$ cat config.mk
export PLATFORM = sky130hd
export DESIGN_NAME = demux_dispatcher
export DESIGN_NICKNAME = d
export VERILOG_FILES = /design/src/rtl/demux_dispatcher.sv
export SDC_FILE = /design/constraint.sdc
export NUM_CORES = 1
export LEC_CHECK = 0
export CAP_MARGIN = 30
export CORE_MARGIN = 2
export CORE_UTILIZATION = 44
export CTS_BUF_LIST = sky130_fd_sc_hd__clkbuf_2
export DETAILED_ROUTE_END_ITERATION = 7
export PLACE_DENSITY = 0.9
export REMOVE_ABC_BUFFERS = 1
export SKIP_LAST_GASP = 1
export SYNTH_ARGS = -nofsm -noshare
export SYNTH_HDL_FRONTEND = slang
export SYNTH_SLANG_ARGS = --single-unit
$ cat constraint.sdc
create_clock -name clk -period 2.55 [get_ports clk]
set_input_delay 0.51 -clock clk [delete_from_list [all_inputs] [get_ports clk]]
set_output_delay 0.51 -clock clk [all_outputs]
set_load 0.05 [all_outputs]
$ cat src/rtl/demux_dispatcher.sv
// rtl/demux_dispatcher.sv - 1:N registered stream dispatcher, round-robin or directed routing
module demux_dispatcher #(
  parameter int DATA_W = 8,
  parameter int N_OUT  = 4,
  localparam int SEL_W = $clog2(N_OUT)
) (
  input  logic              clk,
  input  logic              reset,
  input  logic              rr_mode,
  input  logic [N_OUT-1:0]  ch_en,
  input  logic              in_valid,
  output logic              in_ready,
  input  logic [DATA_W-1:0] in_data,
  input  logic [SEL_W-1:0]  in_dest,
  output logic [N_OUT-1:0]  out_valid,
  input  logic [N_OUT-1:0]  out_ready,
  output logic [DATA_W-1:0] out_data,
  output logic [SEL_W-1:0]  cur_sel,
  output logic [7:0]        drop_cnt
);

  typedef enum logic {IDLE, HOLD} state_t;

  state_t           state, state_nxt;
  logic [SEL_W-1:0] rr_ptr;
  logic [SEL_W-1:0] rr_tgt;
  logic [SEL_W-1:0] idx;
  logic [SEL_W-1:0] tgt;
  logic             rr_found;
  logic             tgt_ok;
  logic             accept;
  logic             load;
  logic             drop;

  // Cyclic search from rr_ptr; iterating downward leaves the nearest enabled channel.
  always_comb begin
    rr_found = 1'b0;
    rr_tgt   = rr_ptr;
    idx      = '0;
    for (int i = N_OUT - 1; i >= 0; i--) begin
      idx = rr_ptr + SEL_W'(i);
      if (ch_en[idx]) begin
        rr_found = 1'b1;
        rr_tgt   = idx;
      end
    end
  end

  assign tgt    = rr_mode ? rr_tgt : in_dest;
  assign tgt_ok = rr_mode ? rr_found : ch_en[in_dest];

  assign in_ready = (state == IDLE) ? 1'b1 : out_ready[cur_sel];
  assign accept   = in_valid & in_ready;
  assign load     = accept & tgt_ok;
  assign drop     = accept & ~tgt_ok;

  always_comb begin
    state_nxt = state;
    case (state)
      IDLE: if (load) state_nxt = HOLD;
      HOLD: if (out_ready[cur_sel] && !load) state_nxt = IDLE;
      default: state_nxt = IDLE;
    endcase
  end

  always_comb begin
    out_valid = '0;
    for (int i = 0; i < N_OUT; i++) begin
      out_valid[i] = (state == HOLD) && (cur_sel == SEL_W'(i));
    end
  end

  always_ff @(posedge clk) begin
    if (reset) begin
      state    <= IDLE;
      out_data <= '0;
      cur_sel  <= '0;
      rr_ptr   <= '0;
      drop_cnt <= '0;
    end else begin
      state <= state_nxt;
      if (load) begin
        out_data <= in_data;
        cur_sel  <= tgt;
        if (rr_mode) rr_ptr <= tgt + SEL_W'(1);
      end
      if (drop && drop_cnt != 8'hFF) drop_cnt <= drop_cnt + 8'd1;
    end
  end

endmodule

## After elaboration in Yosys (flattened, before gate mapping)

Index checks and enable logic that the tools add are counted.

- Flip-flop bits (word level): 21

- $add $sub $neg: 5
- Order comparisons: 6
- Eq/ne operators: 4
- Mux-type cells: 26
- Bitwise logic cells: 5
- Reduce and logical (&&, ||, !) cells: 9

Operator list:

| operator | count |
|---|---|
| $lt 2x3->1 const B | 6 |
| $mux 1 | 14 |
| $bmux 1 s2 | 6 |
| $mux 2 | 5 |
| $add 8x1->8 const B | 1 |
| $ne 8x8->1 const B | 1 |
| $logic_and 1x1->1 | 6 |
| $add 2x1->2 const B | 2 |
| $add 2x2->2 const B | 2 |
| $eq 2x2->1 const B | 2 |
| $and 1x1->1 | 3 |
| $eq 2x1->1 const B | 1 |
| $logic_not 2->1 | 1 |
| $not 1->1 | 2 |
| $pmux 1 s2 | 1 |
| $reduce_and 2->1 | 1 |
| $logic_not 1->1 | 1 |

## Depth between registers and ports, before layout

- Depth in word-level cells: 13
- Mapped depth: 6

## Worst setup path after synthesis

OpenSTA, ideal clock, no wires.

- Path kind: register to register
- From: reg cur_sel[0]
- To: reg out_data[1]
- Data arrival time: 2026 ps
- Data required time: 2422 ps
- Path slack: 396 ps
- Stages on the path, launching flop included: 7
- Buffers on the path: 1
- Clock period less this slack: 2154 ps
- Path through: dfxtp_1 -> mux2_2 -> o221ai_2 -> and2b_2 -> buf_6 -> mux2i_1 -> nor2_1

- Word-level cells in the longest chain between the ends: 5

Ends and longest elaborated chain:

| item | line | source |
|---|---|---|
| start: declaration | 18 | `output logic [SEL_W-1:0] cur_sel,` |
| start signal: assignment | 84 | `cur_sel <= tgt;` |
| $bmux 1 s2 | 52 | `assign in_ready = (state == IDLE) ? 1'b1 : out_ready[cur_sel];` |
| $mux 1 (not written as such) | 52 |  |
| $mux 1 | 52 |  |
| $and 1x1->1 | 53 | `assign accept = in_valid & in_ready;` |
| $and 1x1->1 | 54 | `assign load = accept & tgt_ok;` |
| end signal: assignment | 83 | `out_data <= in_data;` |
| end: declaration | 17 | `output logic [DATA_W-1:0] out_data,` |

No other way between the ends. The select of a mux whose other input is x is not followed.
A chain may end at the register's enable or synchronous reset.

## Worst setup path in the final report

- From: reg cur_sel[1]
- To: out out_valid[0]

- Word-level cells in the longest chain between the ends: 2

Ends and longest elaborated chain:

| item | line | source |
|---|---|---|
| $logic_not 2->1 | 69 | `out_valid[i] = (state == HOLD) && (cur_sel == SEL_W'(i));` |
| $logic_and 1x1->1 | 69 |  |
| end: declaration | 15 | `output logic [N_OUT-1:0] out_valid,` |

No other way between the ends.

==> flow_metrics.tcl <==
set metrics [dict create \
    die_y_um 54.08 \
    setup.worst_path.class "flop to output port" \
    detail_route.drc_violations 0 \
    dr.first_iter.drc_count 16 \
    overall_die_width_um 54.08 \
    hp-class "flop to flop" \
    timing.setup.tns_ns 0 \
    syn_avg_cell_area_um2 8.972 \
    setup.worst_path.end_class "output port" \
    antenna_found_initial 0 \
    gp_routability_congestion 0.8966 \
    fin_nets 196 \
    postPlaceCellArea_um2 1584 \
    post_drt_via_cell_ratio 5.287 \
    cts_num_sinks 21 \
    ys_warn_count 0 \
    critPathMaxFanout 4 \
    yosys.area.top_type "sky130_fd_sc_hd__dfxtp_1" \
    insertedDiodeCount 0 \
    detailed_place_hpwl_um 2142 \
    io_buffers 44 \
    finish.instance_area_um2 1604 \
    final_antenna_net_count 0 \
    relative_slew_slack_pct 51.13 \
    synth-seq-area-share_pct 38.10 \
    post-route-min-period_ns 2.394 \
    firstDrtPassIters 4 \
    ir_worst_vdd_mv 0.3710 \
    tightest_slew_ns 0.7307 \
    post_cts_hold_buffers 0 \
    tritoncts.num_buffers 3 \
    final.setup.worst_slack_ns 0.1561 \
    wire_length_per_cell_after_detailed_routing_um 13.76 \
    slew_viol_final 0 \
    dpl_worst_slack_ns -0.02004 \
    count_of_flip_flops_with_a_built_in_enable_after_synthesis 0 \
    core-area_um2 2432 \
    layout_cells_sized_above_1_pct 10.47 \
    reg2reg_slack_ns 0.72 \
    max-clock-path-buffers 2 \
    global_route_wire_length_before_repair_um 4388 \
    synth_seq_cells 21 \
    synthFlopType "sky130_fd_sc_hd__dfxtp_1" \
    finalClockSkew_ns 0.01282 \
    share_of_synthesized_flip_flops_with_an_asynchronous_set_or_reset_pct 0 \
    most_instantiated_cells_after_synthesis "sky130_fd_sc_hd__nor2_1 (29), sky130_fd_sc_hd__dfxtp_1 (21), sky130_fd_sc_hd__mux2i_1 (12)" \
    layout-area-overhead-vs-synth_pct 45.35 \
    layout.core_utilization_pct 65.95 \
    design.portCount 45 \
    hold_viol_final 0 \
    fp.dieArea_um2 2925 \
    grt_start_max_net_pins 22 \
    grt.total_usage_pct 20.83 \
    synth_top_area_share_pct 38.10 \
    total_power_consumption_of_the_routed_design_mw 0.7258 \
    synth_top_area_cells "sky130_fd_sc_hd__dfxtp_1 (38%), sky130_fd_sc_hd__mux2i_1 (11%), sky130_fd_sc_hd__nor2_1 (9.9%)" \
    insertion_delay_ns 0.32 \
    timing.final.crit_share_pct 93.88 \
    netlist-cell-type-count 35 \
    power.density_cell_area_nw_per_um2 452.5 \
    clock_tree.htree_level_count 1 \
    grt_remaining_overflow 0 \
    worstSetupStartpointType "flop" \
    synthesis.instances 123 \
    count_of_vias_placed_by_the_detailed_router 1068 \
    worst-endpoint-arrival_ns 1.88 \
    placementRows 18 \
    grt_pass1_vias 1031 \
    max_clock_freq_mhz 417.7 \
    combined_area_of_all_synthesized_cells_um2 1104 \
    start_util_pct 45.37 \
    clk_pin_slew_worst_paths_ns 0.21 \
    outcome "complete, no violations" \
    routed_wl_um 2780 \
    cts.root.buffer_cell "sky130_fd_sc_hd__clkbuf_2" \
    critPathRequiredTime_ns 2.04 \
    tritoncts_clock_tree "built" \
    max-cap-violations 0 \
    static_leakage_nw 0.5846 \
    rsz0062_at_grt "false" \
    post_cts_resized 0 \
    cts_setup_buffers 0 \
    finalSetupViolCount 0 \
    post-synth-top-count-cell "sky130_fd_sc_hd__nor2_1" \
]
==> critical path, stage by stage, from the launching register on <==
cell,delay [ns]
sky130_fd_sc_hd__dfxtp_1,0.38
sky130_fd_sc_hd__nand2b_1,0.21
sky130_fd_sc_hd__nor2_1,0.15
sky130_fd_sc_hd__clkdlybuf4s50_1,0.85
==> layer usage <==
layer	track usage, %	up-vias	wire length [um]
met5	0	-	0
met4	7.500	0	19
met3	4.167	2	184
met2	38.82	36	1441
met1	23.13	494	1135
li1	-	536	-
==> per-stage QoR <==
step	hold WS, ns	cells
6_report	0.5404	202
4_1_cts	0.5422	202
5_1_grt	0.5545	202
3_3_place_gp	0.4789	198
2_1_floorplan	0.5096	120
3_5_place_dp	0.4916	198
==> cells by family (layout without fill, tap and decap cells) <==
logic type / after synthesis / count (layout) / share of synthesized area (%)
multiplexers: 14 / 14 / 12.93
AO/OA/AOI/OAI: 18 / 18 / 14.85
AND/OR/NAND/NOR: 53 / 53 / 23.13
flip-flops: 21 / 21 / 38.09
XOR/XNOR: 7 / 7 / 5.556
adder cells (fa/ha/maj): 1 / 1 / 1.134
buffers and inverters: 9 / 58 / 4.308
==> registers in the layout, indices dropped and copies added (netlist names) <==
signal / flops
drop_cnt: 8
out_data: 8
cur_sel: 2
rr_ptr: 2
state: 1
==> cell type report <==
cell class	instances	area (um^2)
Fill cell	207	828.3
Multi-Input combinational cell	93	635.6
Timing Repair Buffer	48	467.9
Sequential cell	21	420.4
Tap cell	30	37.54
Inverter	6	22.52
Clock buffer	3	15.01
Clock inverter	1	5.005
==> final timing paths <==
check | startpoint | endpoint | cells after the start
worst max register to register | cur_sel[0]$_SDFFE_PP0P_ | out_data[4]$_SDFFE_PP0P_ | 5
worst min-delay path | out_data[5]$_SDFFE_PP0P_ | out_data[5]$_SDFFE_PP0P_ | 2
worst max-delay path | cur_sel[1]$_SDFFE_PP0P_ | out_valid[0] | 3
worst min register to register | out_data[5]$_SDFFE_PP0P_ | out_data[5]$_SDFFE_PP0P_ | 2
==> power breakdown <==
part	total, mW	switching [mW]	leakage (nW)	internal, mW
Sequential	0.360	0.0145	0.171	0.346
Clock	0.137	0.101	0.0164	0.0356
Combinational	0.228	0.129	0.397	0.0999
Total	0.726	0.245	0.585	0.481
==> layout by cell type (no fill, tap or decap) <==
cell type / netlist / final
sky130_fd_sc_hd__mux2_2: 2 / 2
sky130_fd_sc_hd__o221ai_2: 2 / 2
sky130_fd_sc_hd__a21oi_1: 2 / 2
sky130_fd_sc_hd__or2b_1: 1 / 1
sky130_fd_sc_hd__ha_1: 1 / 1
sky130_fd_sc_hd__xnor2_1: 7 / 7
sky130_fd_sc_hd__o21ai_0: 1 / 1
sky130_fd_sc_hd__dfxtp_1: 21 / 21
sky130_fd_sc_hd__nor4b_2: 1 / 1
sky130_fd_sc_hd__clkdlybuf4s50_1: 0 / 43
sky130_fd_sc_hd__a211oi_1: 3 / 3
sky130_fd_sc_hd__nor3_1: 4 / 4
sky130_fd_sc_hd__nor2b_1: 1 / 1
sky130_fd_sc_hd__nand3_1: 2 / 2
sky130_fd_sc_hd__nand2_1: 5 / 5
sky130_fd_sc_hd__o22ai_1: 3 / 3
sky130_fd_sc_hd__a31oi_1: 1 / 1
sky130_fd_sc_hd__and4b_1: 1 / 1
sky130_fd_sc_hd__o22a_1: 1 / 1
sky130_fd_sc_hd__mux2i_1: 12 / 12
sky130_fd_sc_hd__o31ai_1: 1 / 1
sky130_fd_sc_hd__and2b_2: 1 / 1
sky130_fd_sc_hd__nor4_1: 3 / 3
sky130_fd_sc_hd__buf_4: 0 / 5
sky130_fd_sc_hd__nor2_1: 29 / 29
sky130_fd_sc_hd__o221ai_1: 1 / 1
sky130_fd_sc_hd__nand4_1: 1 / 1
sky130_fd_sc_hd__clkbuf_2: 0 / 3
sky130_fd_sc_hd__a222oi_1: 1 / 1
sky130_fd_sc_hd__inv_1: 6 / 6
sky130_fd_sc_hd__or2_2: 2 / 2
sky130_fd_sc_hd__clkinv_2: 0 / 1
sky130_fd_sc_hd__and3_1: 1 / 1
sky130_fd_sc_hd__a221oi_1: 1 / 1
sky130_fd_sc_hd__o41ai_4: 1 / 1
sky130_fd_sc_hd__nand2b_1: 1 / 1
(Power assumes the default switching activity.)
